$ cat src/rtl/gcd_pkg.sv
// Shared types and default sizing for the GCD scheduler slice.
package gcd_pkg;

  localparam int GCD_W = 16;
  localparam int GCD_N = 4;

  typedef enum logic [1:0] {
    IDLE = 2'd0,
    RUN  = 2'd1,
    DONE = 2'd2
  } state_e;

  // Requester index width; a single requester still needs one bit.
  function automatic int idx_w(input int n);
    return (n > 1) ? $clog2(n) : 1;
  endfunction

endpackage

$ cat src/rtl/gcd_sched_if.sv
// Request/response bundle between requesters, the result consumer and gcd_sched.
interface gcd_sched_if #(
  parameter int W = gcd_pkg::GCD_W,
  parameter int N = gcd_pkg::GCD_N
);
  import gcd_pkg::*;

  localparam int IW = idx_w(N);

  logic [N-1:0]   req_valid;
  logic [N-1:0]   req_ready;
  logic [N*W-1:0] req_a;
  logic [N*W-1:0] req_b;
  logic           rsp_valid;
  logic           rsp_ready;
  logic [W-1:0]   rsp_gcd;
  logic [IW-1:0]  rsp_id;
  logic [W-1:0]   rsp_steps;

  modport master (
    output req_valid, req_a, req_b, rsp_ready,
    input  req_ready, rsp_valid, rsp_gcd, rsp_id, rsp_steps
  );

  modport slave (
    input  req_valid, req_a, req_b, rsp_ready,
    output req_ready, rsp_valid, rsp_gcd, rsp_id, rsp_steps
  );

endinterface

$ cat src/rtl/gcd_core.sv
// Subtractive GCD datapath: one swap, subtract or done-detect per step.
module gcd_core #(
  parameter int W = gcd_pkg::GCD_W
) (
  input  logic         clk,
  input  logic         rst_n,
  input  logic         load,
  input  logic [W-1:0] load_a,
  input  logic [W-1:0] load_b,
  input  logic         step,
  output logic         done,
  output logic [W-1:0] result,
  output logic [W-1:0] steps
);

  logic [W-1:0] a_q, a_d;
  logic [W-1:0] b_q, b_d;
  logic [W-1:0] steps_q, steps_d;

  // Operation counter sticks at all-ones instead of wrapping.
  function automatic logic [W-1:0] sat_inc(input logic [W-1:0] v);
    return (&v) ? v : v + W'(1);
  endfunction

  // Next operand/step values: load wins, otherwise one reduction step.
  always_comb begin
    a_d     = a_q;
    b_d     = b_q;
    steps_d = steps_q;
    if (load) begin
      a_d     = load_a;
      b_d     = load_b;
      steps_d = '0;
    end else if (step) begin
      if (a_q < b_q) begin
        a_d     = b_q;
        b_d     = a_q;
        steps_d = sat_inc(steps_q);
      end else if (b_q != '0) begin
        a_d     = a_q - b_q;
        steps_d = sat_inc(steps_q);
      end
    end
  end

  // Operand and counter registers.
  always_ff @(posedge clk or negedge rst_n) begin
    if (!rst_n) begin
      a_q     <= '0;
      b_q     <= '0;
      steps_q <= '0;
    end else begin
      a_q     <= a_d;
      b_q     <= b_d;
      steps_q <= steps_d;
    end
  end

  // With B zero, A<B cannot hold, so no further action is possible: A is the GCD.
  assign done   = (b_q == '0);
  assign result = a_q;
  assign steps  = steps_q;

endmodule

$ cat src/rtl/gcd_sched.sv
// Round-robin front end sharing one GCD datapath among N requesters, one job at a time.
module gcd_sched #(
  parameter int W = gcd_pkg::GCD_W,
  parameter int N = gcd_pkg::GCD_N
) (
  input  logic       clk,
  input  logic       rst_n,
  gcd_sched_if.slave bus,
  output logic       busy
);
  import gcd_pkg::*;

  localparam int IW = idx_w(N);

  state_e        state_q, state_d;
  logic [IW-1:0] last_grant_q, last_grant_d;
  logic [IW-1:0] id_q, id_d;
  logic          rsp_valid_q, rsp_valid_d;
  logic [W-1:0]  rsp_gcd_q, rsp_gcd_d;
  logic [IW-1:0] rsp_id_q, rsp_id_d;
  logic [W-1:0]  rsp_steps_q, rsp_steps_d;

  logic          gnt_found;
  logic [IW-1:0] gnt_idx;
  logic [IW-1:0] cand;
  logic [N-1:0]  ready;

  logic          core_load;
  logic          core_step;
  logic          core_done;
  logic [W-1:0]  core_result;
  logic [W-1:0]  core_steps;

  // Round-robin search starting just after the last granted requester.
  always_comb begin
    gnt_found = 1'b0;
    gnt_idx   = '0;
    cand      = '0;
    for (int j = 1; j <= N; j++) begin
      cand = IW'((int'(last_grant_q) + j) % N);
      if (!gnt_found && bus.req_valid[cand]) begin
        gnt_found = 1'b1;
        gnt_idx   = cand;
      end
    end
  end

  // Accept is only offered in IDLE, and never while reset is asserted.
  always_comb begin
    ready = '0;
    if (rst_n && (state_q == IDLE) && gnt_found) ready[gnt_idx] = 1'b1;
  end

  // Control: grant, run the core until it reports done, then hold the response.
  always_comb begin
    state_d      = state_q;
    last_grant_d = last_grant_q;
    id_d         = id_q;
    rsp_valid_d  = rsp_valid_q;
    rsp_gcd_d    = rsp_gcd_q;
    rsp_id_d     = rsp_id_q;
    rsp_steps_d  = rsp_steps_q;
    core_load    = 1'b0;
    core_step    = 1'b0;
    case (state_q)
      IDLE: begin
        if (gnt_found) begin
          core_load    = 1'b1;
          last_grant_d = gnt_idx;
          id_d         = gnt_idx;
          state_d      = RUN;
        end
      end
      RUN: begin
        if (core_done) begin
          state_d     = DONE;
          rsp_valid_d = 1'b1;
          rsp_gcd_d   = core_result;
          rsp_id_d    = id_q;
          rsp_steps_d = core_steps;
        end else begin
          core_step = 1'b1;
        end
      end
      DONE: begin
        if (bus.rsp_ready) begin
          state_d     = IDLE;
          rsp_valid_d = 1'b0;
        end
      end
      default: state_d = IDLE;
    endcase
  end

  // FSM, arbiter pointer and response registers; reset discards any job in flight.
  always_ff @(posedge clk or negedge rst_n) begin
    if (!rst_n) begin
      state_q      <= IDLE;
      last_grant_q <= IW'(N - 1);
      id_q         <= '0;
      rsp_valid_q  <= 1'b0;
      rsp_gcd_q    <= '0;
      rsp_id_q     <= '0;
      rsp_steps_q  <= '0;
    end else begin
      state_q      <= state_d;
      last_grant_q <= last_grant_d;
      id_q         <= id_d;
      rsp_valid_q  <= rsp_valid_d;
      rsp_gcd_q    <= rsp_gcd_d;
      rsp_id_q     <= rsp_id_d;
      rsp_steps_q  <= rsp_steps_d;
    end
  end

  gcd_core #(.W(W)) u_core (
    .clk    (clk),
    .rst_n  (rst_n),
    .load   (core_load),
    .load_a (bus.req_a[int'(gnt_idx)*W +: W]),
    .load_b (bus.req_b[int'(gnt_idx)*W +: W]),
    .step   (core_step),
    .done   (core_done),
    .result (core_result),
    .steps  (core_steps)
  );

  assign bus.req_ready = ready;
  assign bus.rsp_valid = rsp_valid_q;
  assign bus.rsp_gcd   = rsp_gcd_q;
  assign bus.rsp_id    = rsp_id_q;
  assign bus.rsp_steps = rsp_steps_q;
  assign busy          = (state_q != IDLE);

endmodule

$ cat src/flat_wrapper.sv
// flat-port wrapper written by rule: the top's interface ports become plain ports
module gcd_sched_flat import gcd_pkg::*;
#(
  parameter int W = gcd_pkg::GCD_W,
  parameter int N = gcd_pkg::GCD_N
)
  (clk, rst_n, busy, bus_req_valid, bus_req_a, bus_req_b, bus_rsp_ready, bus_req_ready, bus_rsp_valid, bus_rsp_gcd, bus_rsp_id, bus_rsp_steps);
  gcd_sched_if #(.W(W), .N(N)) bus_i ();
  input  logic clk;
  input  logic rst_n;
  output logic busy;
  input wire logic [$bits(bus_i.req_valid)-1:0] bus_req_valid;
  input wire logic [$bits(bus_i.req_a)-1:0] bus_req_a;
  input wire logic [$bits(bus_i.req_b)-1:0] bus_req_b;
  input wire logic [$bits(bus_i.rsp_ready)-1:0] bus_rsp_ready;
  output wire logic [$bits(bus_i.req_ready)-1:0] bus_req_ready;
  output wire logic [$bits(bus_i.rsp_valid)-1:0] bus_rsp_valid;
  output wire logic [$bits(bus_i.rsp_gcd)-1:0] bus_rsp_gcd;
  output wire logic [$bits(bus_i.rsp_id)-1:0] bus_rsp_id;
  output wire logic [$bits(bus_i.rsp_steps)-1:0] bus_rsp_steps;
  assign bus_i.req_valid = bus_req_valid;
  assign bus_i.req_a = bus_req_a;
  assign bus_i.req_b = bus_req_b;
  assign bus_i.rsp_ready = bus_rsp_ready;
  assign bus_req_ready = bus_i.req_ready;
  assign bus_rsp_valid = bus_i.rsp_valid;
  assign bus_rsp_gcd = bus_i.rsp_gcd;
  assign bus_rsp_id = bus_i.rsp_id;
  assign bus_rsp_steps = bus_i.rsp_steps;
  gcd_sched #(.W(W), .N(N)) u_core (.clk(clk), .rst_n(rst_n), .bus(bus_i), .busy(busy));
endmodule
$ cat config.mk
export PLATFORM = sky130hd
export DESIGN_NAME = gcd_sched_flat
export DESIGN_NICKNAME = d
export VERILOG_FILES = /design/src/rtl/gcd_pkg.sv /design/src/rtl/gcd_sched_if.sv /design/src/rtl/gcd_core.sv /design/src/rtl/gcd_sched.sv /design/src/flat_wrapper.sv
export SDC_FILE = /design/constraint.sdc
export NUM_CORES = 1
export LEC_CHECK = 0
export CAP_MARGIN = 20
export CORE_AREA = 5 5 118 120
export DETAILED_ROUTE_END_ITERATION = 10
export DIE_AREA = 0 0 123 125
export GPL_TIMING_DRIVEN = 1
export MAX_ROUTING_LAYER = met4
export PLACE_DENSITY = 0.75
export REMOVE_ABC_BUFFERS = 1
export SLEW_MARGIN = 20
export SYNTH_ARGS = -nofsm -noshare
export SYNTH_HDL_FRONTEND = slang
export SYNTH_SLANG_ARGS = --single-unit
$ cat constraint.sdc
create_clock -name clk -period 4.3 [get_ports clk]
set_input_delay 0.86 -clock clk [delete_from_list [all_inputs] [get_ports clk]]
set_output_delay 0.86 -clock clk [all_outputs]
set_load 0.005 [all_outputs]
### Yosys cells after proc, flatten, opt, wreduce, memory -nomap -nowiden

Index checks and enable logic that the tools add are counted.

| word-level totals | value |
|---|---|
| flip-flop bits (word level) | 89 |
| output and inout bits | 40 |

| cells by class | value |
|---|---|
| $add $sub $neg | 6 |
| order comparisons | 7 |
| equality and inequality tests | 5 |
| shifts and indexed selects | 2 |
| multiplexer cells | 42 |
| reductions and logical operators | 24 |

Operator list:

| operator | number |
|---|---|
| two-way mux 16 bit | 12 |
| variable part select 64 x 7 -> 16 bit | 2 |
| adder 16 x 1 -> 16 bit (second input constant) | 1 |
| zero test 16 bit | 1 |
| less-than comparator 16 bit | 1 |
| AND reduction 16 bit | 1 |
| nonzero test 16 bit | 1 |
| subtractor 16 bit | 1 |
| less-than comparator 2 x 3 -> 1 bit (second input constant) | 5 |
| two-way mux 1 bit | 15 |
| two-way mux 2 bit | 7 |
| binary-select mux 1 bit (select 2 bit) | 4 |
| AND reduction 2 bit | 4 |
| nonzero test 2 bit | 4 |
| logical AND 1 bit | 6 |
| case mux 2 bit (3 select lines) | 1 |
| AND reduction 3 bit | 2 |
| adder 2 x 1 -> 2 bit (second input constant) | 2 |
| adder 2 bit (second input constant) | 2 |
| two-way mux 4 bit | 1 |
| != test 2 x 1 -> 1 bit (second input constant) | 2 |
| zero test 1 bit | 3 |
| nonzero test 3 bit | 1 |
| demux 1 bit (select 2 bit) | 1 |
| 6 further kinds | 6 |

### Depth between registers and ports, before layout

Gate-level depths: netlist of the first run.

| logic depth | value |
|---|---|
| depth in word-level cells | 18 |
| depth in mapped cells | 11 |
| depth with buffers taken out | 10 |

### Hierarchy

From an unflattened synthesis of the first run, not the netlist that was laid out.

| unflattened totals | value |
|---|---|
| cells, all modules | 618 |
| area, all modules | 6190.9 um^2 |

Modules (own cells, without submodules):

| module | instances | cells an instance | area an instance (um^2) |
|---|---|---|---|
| gcd_core | 1 | 393 | 3470.8 |
| gcd_sched | 1 | 225 | 2720.1 |

### Worst setup path before layout of the first run

OpenSTA, ideal clock, no wires.

| timing path | value |
|---|---|
| path kind | in2out |
| start point | input bus_req_valid[1] |
| end point | output bus_req_ready[0] |
| arrival | 2.130 ns |
| slack | 1.310 ns |
| cell stages on the path | 7 |
| path buffers | 3 |
| path through | nor2b_1 -> a21oi_1 -> o221a_2 -> buf_2 -> buf_2 -> clkbuf_1 -> nor3b_1 |

| between the ends | value |
|---|---|
| cells in the longest elaborated chain, start to end | 17 |

Ends and longest elaborated chain:

| item | line | RTL |
|---|---|---|
| start: declaration | flat_wrapper.sv:12 | `input wire logic [$bits(bus_i.req_valid)-1:0] bus_req_valid;` |
| binary-select mux 1 bit (select 2 bit) | gcd_sched.sv:41 | `if (!gnt_found && bus.req_valid[cand]) begin` |
| two-way mux 1 bit (not written as such) | gcd_sched.sv:41 |  |
| two-way mux 1 bit | gcd_sched.sv:41 |  |
| zero test 1 bit | gcd_sched.sv:41 |  |
| logical AND 1 bit | gcd_sched.sv:41 |  |
| two-way mux 1 bit | gcd_sched.sv:41 |  |
| zero test 1 bit | gcd_sched.sv:41 |  |
| logical AND 1 bit | gcd_sched.sv:41 |  |
| two-way mux 1 bit | gcd_sched.sv:41 |  |
| zero test 1 bit | gcd_sched.sv:41 |  |
| logical AND 1 bit | gcd_sched.sv:41 |  |
| two-way mux 2 bit | gcd_sched.sv:41 |  |
| less-than comparator 2 x 3 -> 1 bit (not written as such) / greater-or-equal comparator 2 x 1 -> 1 bit (equally long branches) | gcd_sched.sv:51 | `if (rst_n && (state_q == IDLE) && gnt_found) ready[gnt_idx] = 1'b1;` |
| logical AND 1 bit (not written as such) | gcd_sched.sv:51 |  |
| two-way mux 1 bit (not written as such) | gcd_sched.sv:51 |  |
| demux 1 bit (select 2 bit) | n/a |  |
| two-way mux 4 bit * | gcd_sched.sv:51 |  |
| end: declaration | flat_wrapper.sv:16 | `output wire logic [$bits(bus_i.req_ready)-1:0] bus_req_ready;` |

Mark *: on every way between the ends. The rest lies on a longest branch, timed or not. The select of a mux whose other input is x is not followed.

### Worst setup path after layout of the first run

Same ends and word-level chain as after synthesis.

==> results of run 1 <==
[registers in the layout, summed over array words and instances, names as in the netlist]
register	count
u_core.bus.rsp_steps	16
u_core.last_grant_q	2
u_core.bus.rsp_id	2
u_core.state_q	2
u_core.bus.rsp_gcd	16
u_core.u_core.steps	16
u_core.u_core.b_q	16
u_core.u_core.result	16
u_core.bus.rsp_valid	1
u_core.id_q	2
[kinds of logic after synthesis]
| logic type | after synthesis | synth area share [%] |
|---|---|---|
| and+or+nand+nor | 217 | 17.34 |
| AOI/OAI and AO/OA | 137 | 17.72 |
| DFF | 89 | 39.78 |
| muxes | 68 | 12.90 |
| buffers and inverters | 57 | 4.509 |
| xor gates and xnor gates | 23 | 3.594 |
| adders and majority gates | 18 | 4.152 |
[per-layer routing]
metal	global-route usage [%]	wire length (µm)
met1	26.86	6722
met3	4.065	1067
met2	38.79	8743
met5	-	0
met4	5.668	196
[cell usage after synthesis (all sizes together), types with 3 or more instances]
library cell  instances
dfrtp                87
mux2                 34
o21ai                21
nor3                  5
nand3                26
xnor2                 9
ha                   17
and2                  3
a211oi                4
clkbuf               10
or3                   5
o211ai               16
o22ai                14
xor2                 14
a221oi                5
nand2b                9
nor4                  6
nor2                 27
o31ai                 3
nand4                 5
mux2i                34
a21o                  6
inv                  22
o311ai               15
nor2b                 3
nand2               120
a21oi                32
buf                  25
o221ai               10
[worst max-delay path, cell delays in order]
cell	delay (ns)
clkdlybuf4s50_1	0.49
nor2b_1	0.19
a21oi_1	0.16
o221a_4	0.49
nor3b_1	0.25
clkdlybuf4s50_1	0.54
[path summary, 6_finish.rpt]
check | slack (ns) | to | startpoint
min reg2reg | 0.49 | u_core.bus.rsp_gcd[1] | u_core.bus.rsp_gcd[1]
min in group clk | 0.49 | u_core.bus.rsp_gcd[1] | u_core.bus.rsp_gcd[1]
min | 0.32 | u_core.bus.rsp_gcd[12] | rst_n
max reg2reg | 1.21 | u_core.u_core.result[4] | u_core.u_core.b_q[0]
max in group asynchronous | 2.63 | u_core.u_core.steps[0] | rst_n
max | 0.45 | bus_req_ready[0] | bus_req_valid[1]
[final cells by class]
| cell class | count | area [µm²] |
|---|---|---|
| timing repair buffer | 187 | 1837 |
| clock buffer | 12 | 236.5 |
| clock inverter | 4 | 53.80 |
| fill | 1075 | 5064 |
| multi-input combinational | 463 | 3152 |
| tap | 176 | 220.2 |
| inverter | 22 | 82.58 |
| sequential | 89 | 2230 |
[where the power goes]
group | total [mW] | switching [mW] | internal, mW
sequential | 1.38 | 0.247 | 1.13
clock | 0.774 | 0.322 | 0.452
combinational | 3.20 | 1.86 | 1.34
total | 5.35 | 2.43 | 2.92
==> results.ini, run 1 <==
[outcome]
status=complete, no violations

[sta]
slew_headroom_pct=29.33
tns_ns=0
report.final.hold_viol_count=0
skew_ns=0.004598
fin_ws_ns=0.4531
worst_hold_slack_ns=0.3222
fin_crit_ns=3.847
worst_pin_slew_ns=1.058
setup_viol=0
max_freq_mhz=259.9
rsz0062_at_grt=no
drv_slew=0
min_period_over_period_pct=89.46

[floorplan]
die_area_um2=15380
die_w_um=123
core_um2=12870
fp-row-count=42
die_h_um=125
io_pins=175
start_util_pct=43.54

[cells_and_area]
utilization_pct=60.67
design_area_um2=7811
final_common_cell=clkdlybuf4s50_1
area_growth_pct=39.35
drive_gt1_share_pct=8.494
final_cells=953
final_net_count=925
antenna_cells=0
final_cell_mix=clkdlybuf4s50_1, nand2_1, dfrtp_1, mux2i_1, a21oi_1

[logic_synthesis]
synth_area_leader_cell=dfrtp_1
yosysTopAreaCellShare_pct=38.84
synth_edf_count=0
avgSynthCellArea_um2=9.204
synth.distinct_cells=54
syn_inst=609
ys_ff_latch=89
ys_warn_count=0
syn-cell-area_um2=5605
async_flop_share_pct=100.0
synthFlopType=dfrtp_1
synthTopCellsByArea=dfrtp_1, nand2_1, mux2i_1, mux2_2, ha_1
yosysSeqAreaShare_pct=39.78

[global_route]
grt_max_degree=50
grt.total_usage_pct=22.41
grt.overflow.total=0
grt_pass1_vias=5496
grt_pass1_wl_mm=27.08
antenna_found_initial=0

[clock_network]
htreeDepth=3
hold_buffers=0
clock_latency_ns=0.34
clkSinkCount=89
cts-root-buf=clkbuf_16
cts_tree=built
ctsResizeCount=0
cts_made_buffers=9
clock_path_buffers=2
cts_setup_buffers=0
clk_pin_slew_worst_paths_ns=0.06

[power]
p_total_mw=5.347
irDropWorstVdd_mv=0.3245
power.leakage_nw=3.451
cellPowerDensity_nw_per_um2=684.5

[drt]
first_pass_iters=4
drc=0
ant_nets=0
vias_per_cell=5.531
totalWireLength_mm=16.73
wire_per_inst_um=17.56
drt_iter0_markers=305
vias=5271

[place]
dp.cells=937
dp_hpwl_mm=12.46
pre_cts_ws_ns=0.4362
portBuffers=174
gp_congestion=0.8723
place_area_um2=7521

[worst_setup_path]
startpoint_type=input pin
r2r_cells=10
crit_path_end_kind=primary output
worstPathMaxFanout=32
critPathRequiredTime_ns=3.44
crit_arrival_ns=2.99
worstSetupPathType=input pin to primary output

[hold_path]
hold_class=input pin to asynchronous set/reset pin

[flow_run]
max_cap_viol_count=0

Power figures use the tool's default switching activity.
==> run 2, diff against run 1 <==
Settings changed: DONT_BUFFER_PORTS from default to 1, PLACE_DENSITY 0.75 to 0.57, SLEW_MARGIN 20 to 10.
Clock period 4.3 ns to 3.8 ns, I/O delays scaled along.
==> run 2 against run 1 <==
Net effect: sequential power grew 14%; critical endpoint is now bus_req_ready[3]; register-to-register slack lost 0.39 ns; clock skew grew 0.0014 ns; critical path type is now flip-flop to primary output; utilization shrank 13 points; highest routed layer unchanged; non-clock buffer count shrank 174; critical path depth shrank 2.
==> results.ini, run 2 (synthesis results as in run 1) <==
[outcome]
status=complete, no violations  ; unchanged

[worst_setup_path]
critPathRequiredTime_ns=3.04  ; was 3.44 ns
worstPathMaxFanout=23  ; was 32
crit_arrival_ns=2.23  ; was 2.99 ns
worstSetupPathType=flip-flop to primary output  ; was input pin to primary output
r2r-end=u_core.u_core.result[4]  ; unchanged
r2r_cells=9  ; was 10
startpoint_type=flip-flop  ; was input pin
startpoint=u_core.state_q[1]  ; was bus_req_valid[1]
worstReg2RegStart=u_core.u_core.result[0]  ; was u_core.u_core.b_q[0]
r2r_slack_ns=0.82  ; was 1.21 ns
crit_path_end_kind=primary output  ; unchanged

[drt]
highest_layer=met4  ; unchanged
wl_met1_mm=7.160  ; was 6.722 mm
wl_met2_mm=7.104  ; was 8.743 mm
totalWireLength_mm=15.23  ; was 16.73 mm
drt_iter0_markers=241  ; was 305
drc=0  ; unchanged
wire_per_inst_um=19.55  ; was 17.56 µm
wl_met3_um=733  ; was 1.067 mm
vias_per_cell=5.782  ; was 5.531
vias=4504  ; was 5,271
ant_nets=0  ; unchanged
first_pass_iters=7  ; was 4

[place]
portBuffers=0  ; was 174
gp_congestion=0.8996  ; was 0.8723
dp_hpwl_mm=11.11  ; was 12.46 mm

[power]
cellPowerDensity_nw_per_um2=949.1  ; was 684.5 nW/µm²
pwr-share-seq_pct=27.1  ; was 25.7%
switchingPower_mw=2.673  ; was 2.429 mW
power.leakage_nw=2.808  ; was 3.451 nW
swShare_pct=46.16  ; was 45.42%
power_frac_clock_pct=15.7  ; was 14.5%
irDropWorstVdd_mv=0.3635  ; was 0.3245 mV
comb_power_share_pct=57.2  ; was 59.8%
intPower_mw=3.118  ; was 2.918 mW

[sta]
report.final.hold_viol_count=0  ; unchanged
tns_ns=0  ; unchanged
skew_ns=0.006027  ; was 0.004598 ns
slew_headroom_pct=47.93  ; was 29.33%
drv_slew=0  ; unchanged
setup_viol=0  ; unchanged
fin_crit_ns=2.987
min_period_over_period_pct=78.60
max_freq_mhz=334.8
worst_hold_slack_ns=0.1077  ; was 0.3222 ns
rsz0062_at_grt=no  ; unchanged
worst_pin_slew_ns=0.7710  ; was 1.058 ns

[clock_network]
cts-root-buf=clkbuf_16  ; unchanged
clk_pin_slew_worst_paths_ns=0.07  ; was 0.06 ns
hold_buffers=0  ; unchanged
clkSinkCount=89  ; unchanged
htreeDepth=3  ; unchanged
cts_setup_buffers=0  ; unchanged
clock_latency_ns=0.35  ; was 0.34 ns
ctsResizeCount=0  ; unchanged
cts_made_buffers=9  ; unchanged
cts_tree=built  ; unchanged
clock_path_buffers=2  ; unchanged

[cells_and_area]
final_cell_mix=nand2_1, dfrtp_1, mux2i_1, a21oi_1, nand3_1  ; was clkdlybuf4s50_1, nand2_1, dfrtp_1, mux2i_1, a21oi_1
antenna_cells=0  ; unchanged
area_growth_pct=8.839  ; was 39.35%
final_net_count=751  ; was 925
drive_gt1_share_pct=11.11  ; was 8.494%
final_common_cell=nand2_1  ; was clkdlybuf4s50_1

[global_route]
antenna_found_initial=0  ; unchanged
grt.overflow.total=0  ; unchanged
grt_max_degree=92  ; was 50
grt_pass1_vias=4663  ; was 5,496
grt.total_usage_pct=20.72  ; was 22.41%
grt_pass1_wl_mm=24.53  ; was 27.08 mm

[floorplan]
fp-row-count=42  ; unchanged
io_pins=175  ; unchanged
die_w_um=123  ; unchanged
core_um2=12870  ; unchanged
die_h_um=125  ; unchanged
start_util_pct=43.54  ; unchanged
die_area_um2=15380  ; unchanged

[hold_path]
hold_class=input pin to asynchronous set/reset pin  ; unchanged

[flow_run]
max_cap_viol_count=0  ; unchanged

run 2: how the worst max path moves through the flow:
stage / end / slack (ns)
final: bus_req_ready[3] / 0.81
after global routing: u_core.u_core.result[4] / 0.59
after CTS: bus_req_ready[3] / 0.78
after detailed placement: u_core.u_core.result[4] / 0.83
after global placement: u_core.u_core.b_q[0] / 0.90
after floorplan: u_core.u_core.result[12] / -0.17
run 2: through the flow:
step                cells  power, mW  area (µm²)  setup slack, ns  utilization, %
global placement      763      4.853        5807           0.9046           45.10
detailed placement    763      4.891        5807           0.8271           45.10
finish                779      5.790        6101           0.8132           47.39
global route          779      6.314        6101           0.5896           47.39
CTS                   779      5.833        6101           0.7850           47.39
floorplan             574      4.006        5435          -0.1673               -
run 2: worst max-delay path: stages (launching register included):
cell and delay, ns:
dfrtp_1 0.40, or2_1 0.33, nor2_4 0.55, nand2_1 0.23, nor3_1 0.37
run 2: layout make-up:
class,instances,area (µm²)
sequential,89,2230
inverter,22,82.58
clock buffer,10,229.0
tap,176,220.2
multi-input combinational,463,3152
clock inverter,6,65.06
fill,1258,6774
timing repair buffer,13,122.6
run 2: power groups by stage:
stage,logic [mW],registers [mW],clock network [mW]
after global routing,3.73,1.62,0.970
after CTS,3.33,1.57,0.931
final,3.31,1.57,0.910
after global placement,3.27,1.58,0
after detailed placement,3.30,1.59,0
after floorplan,2.52,1.49,0
run 2: routing by layer:
metal  GRT usage (%)  vias to the layer above
li1                -                     2176
met5               -                        -
met3           3.342                       19
met1           28.68                     2188
met2           31.55                      121
met4           5.863                        0
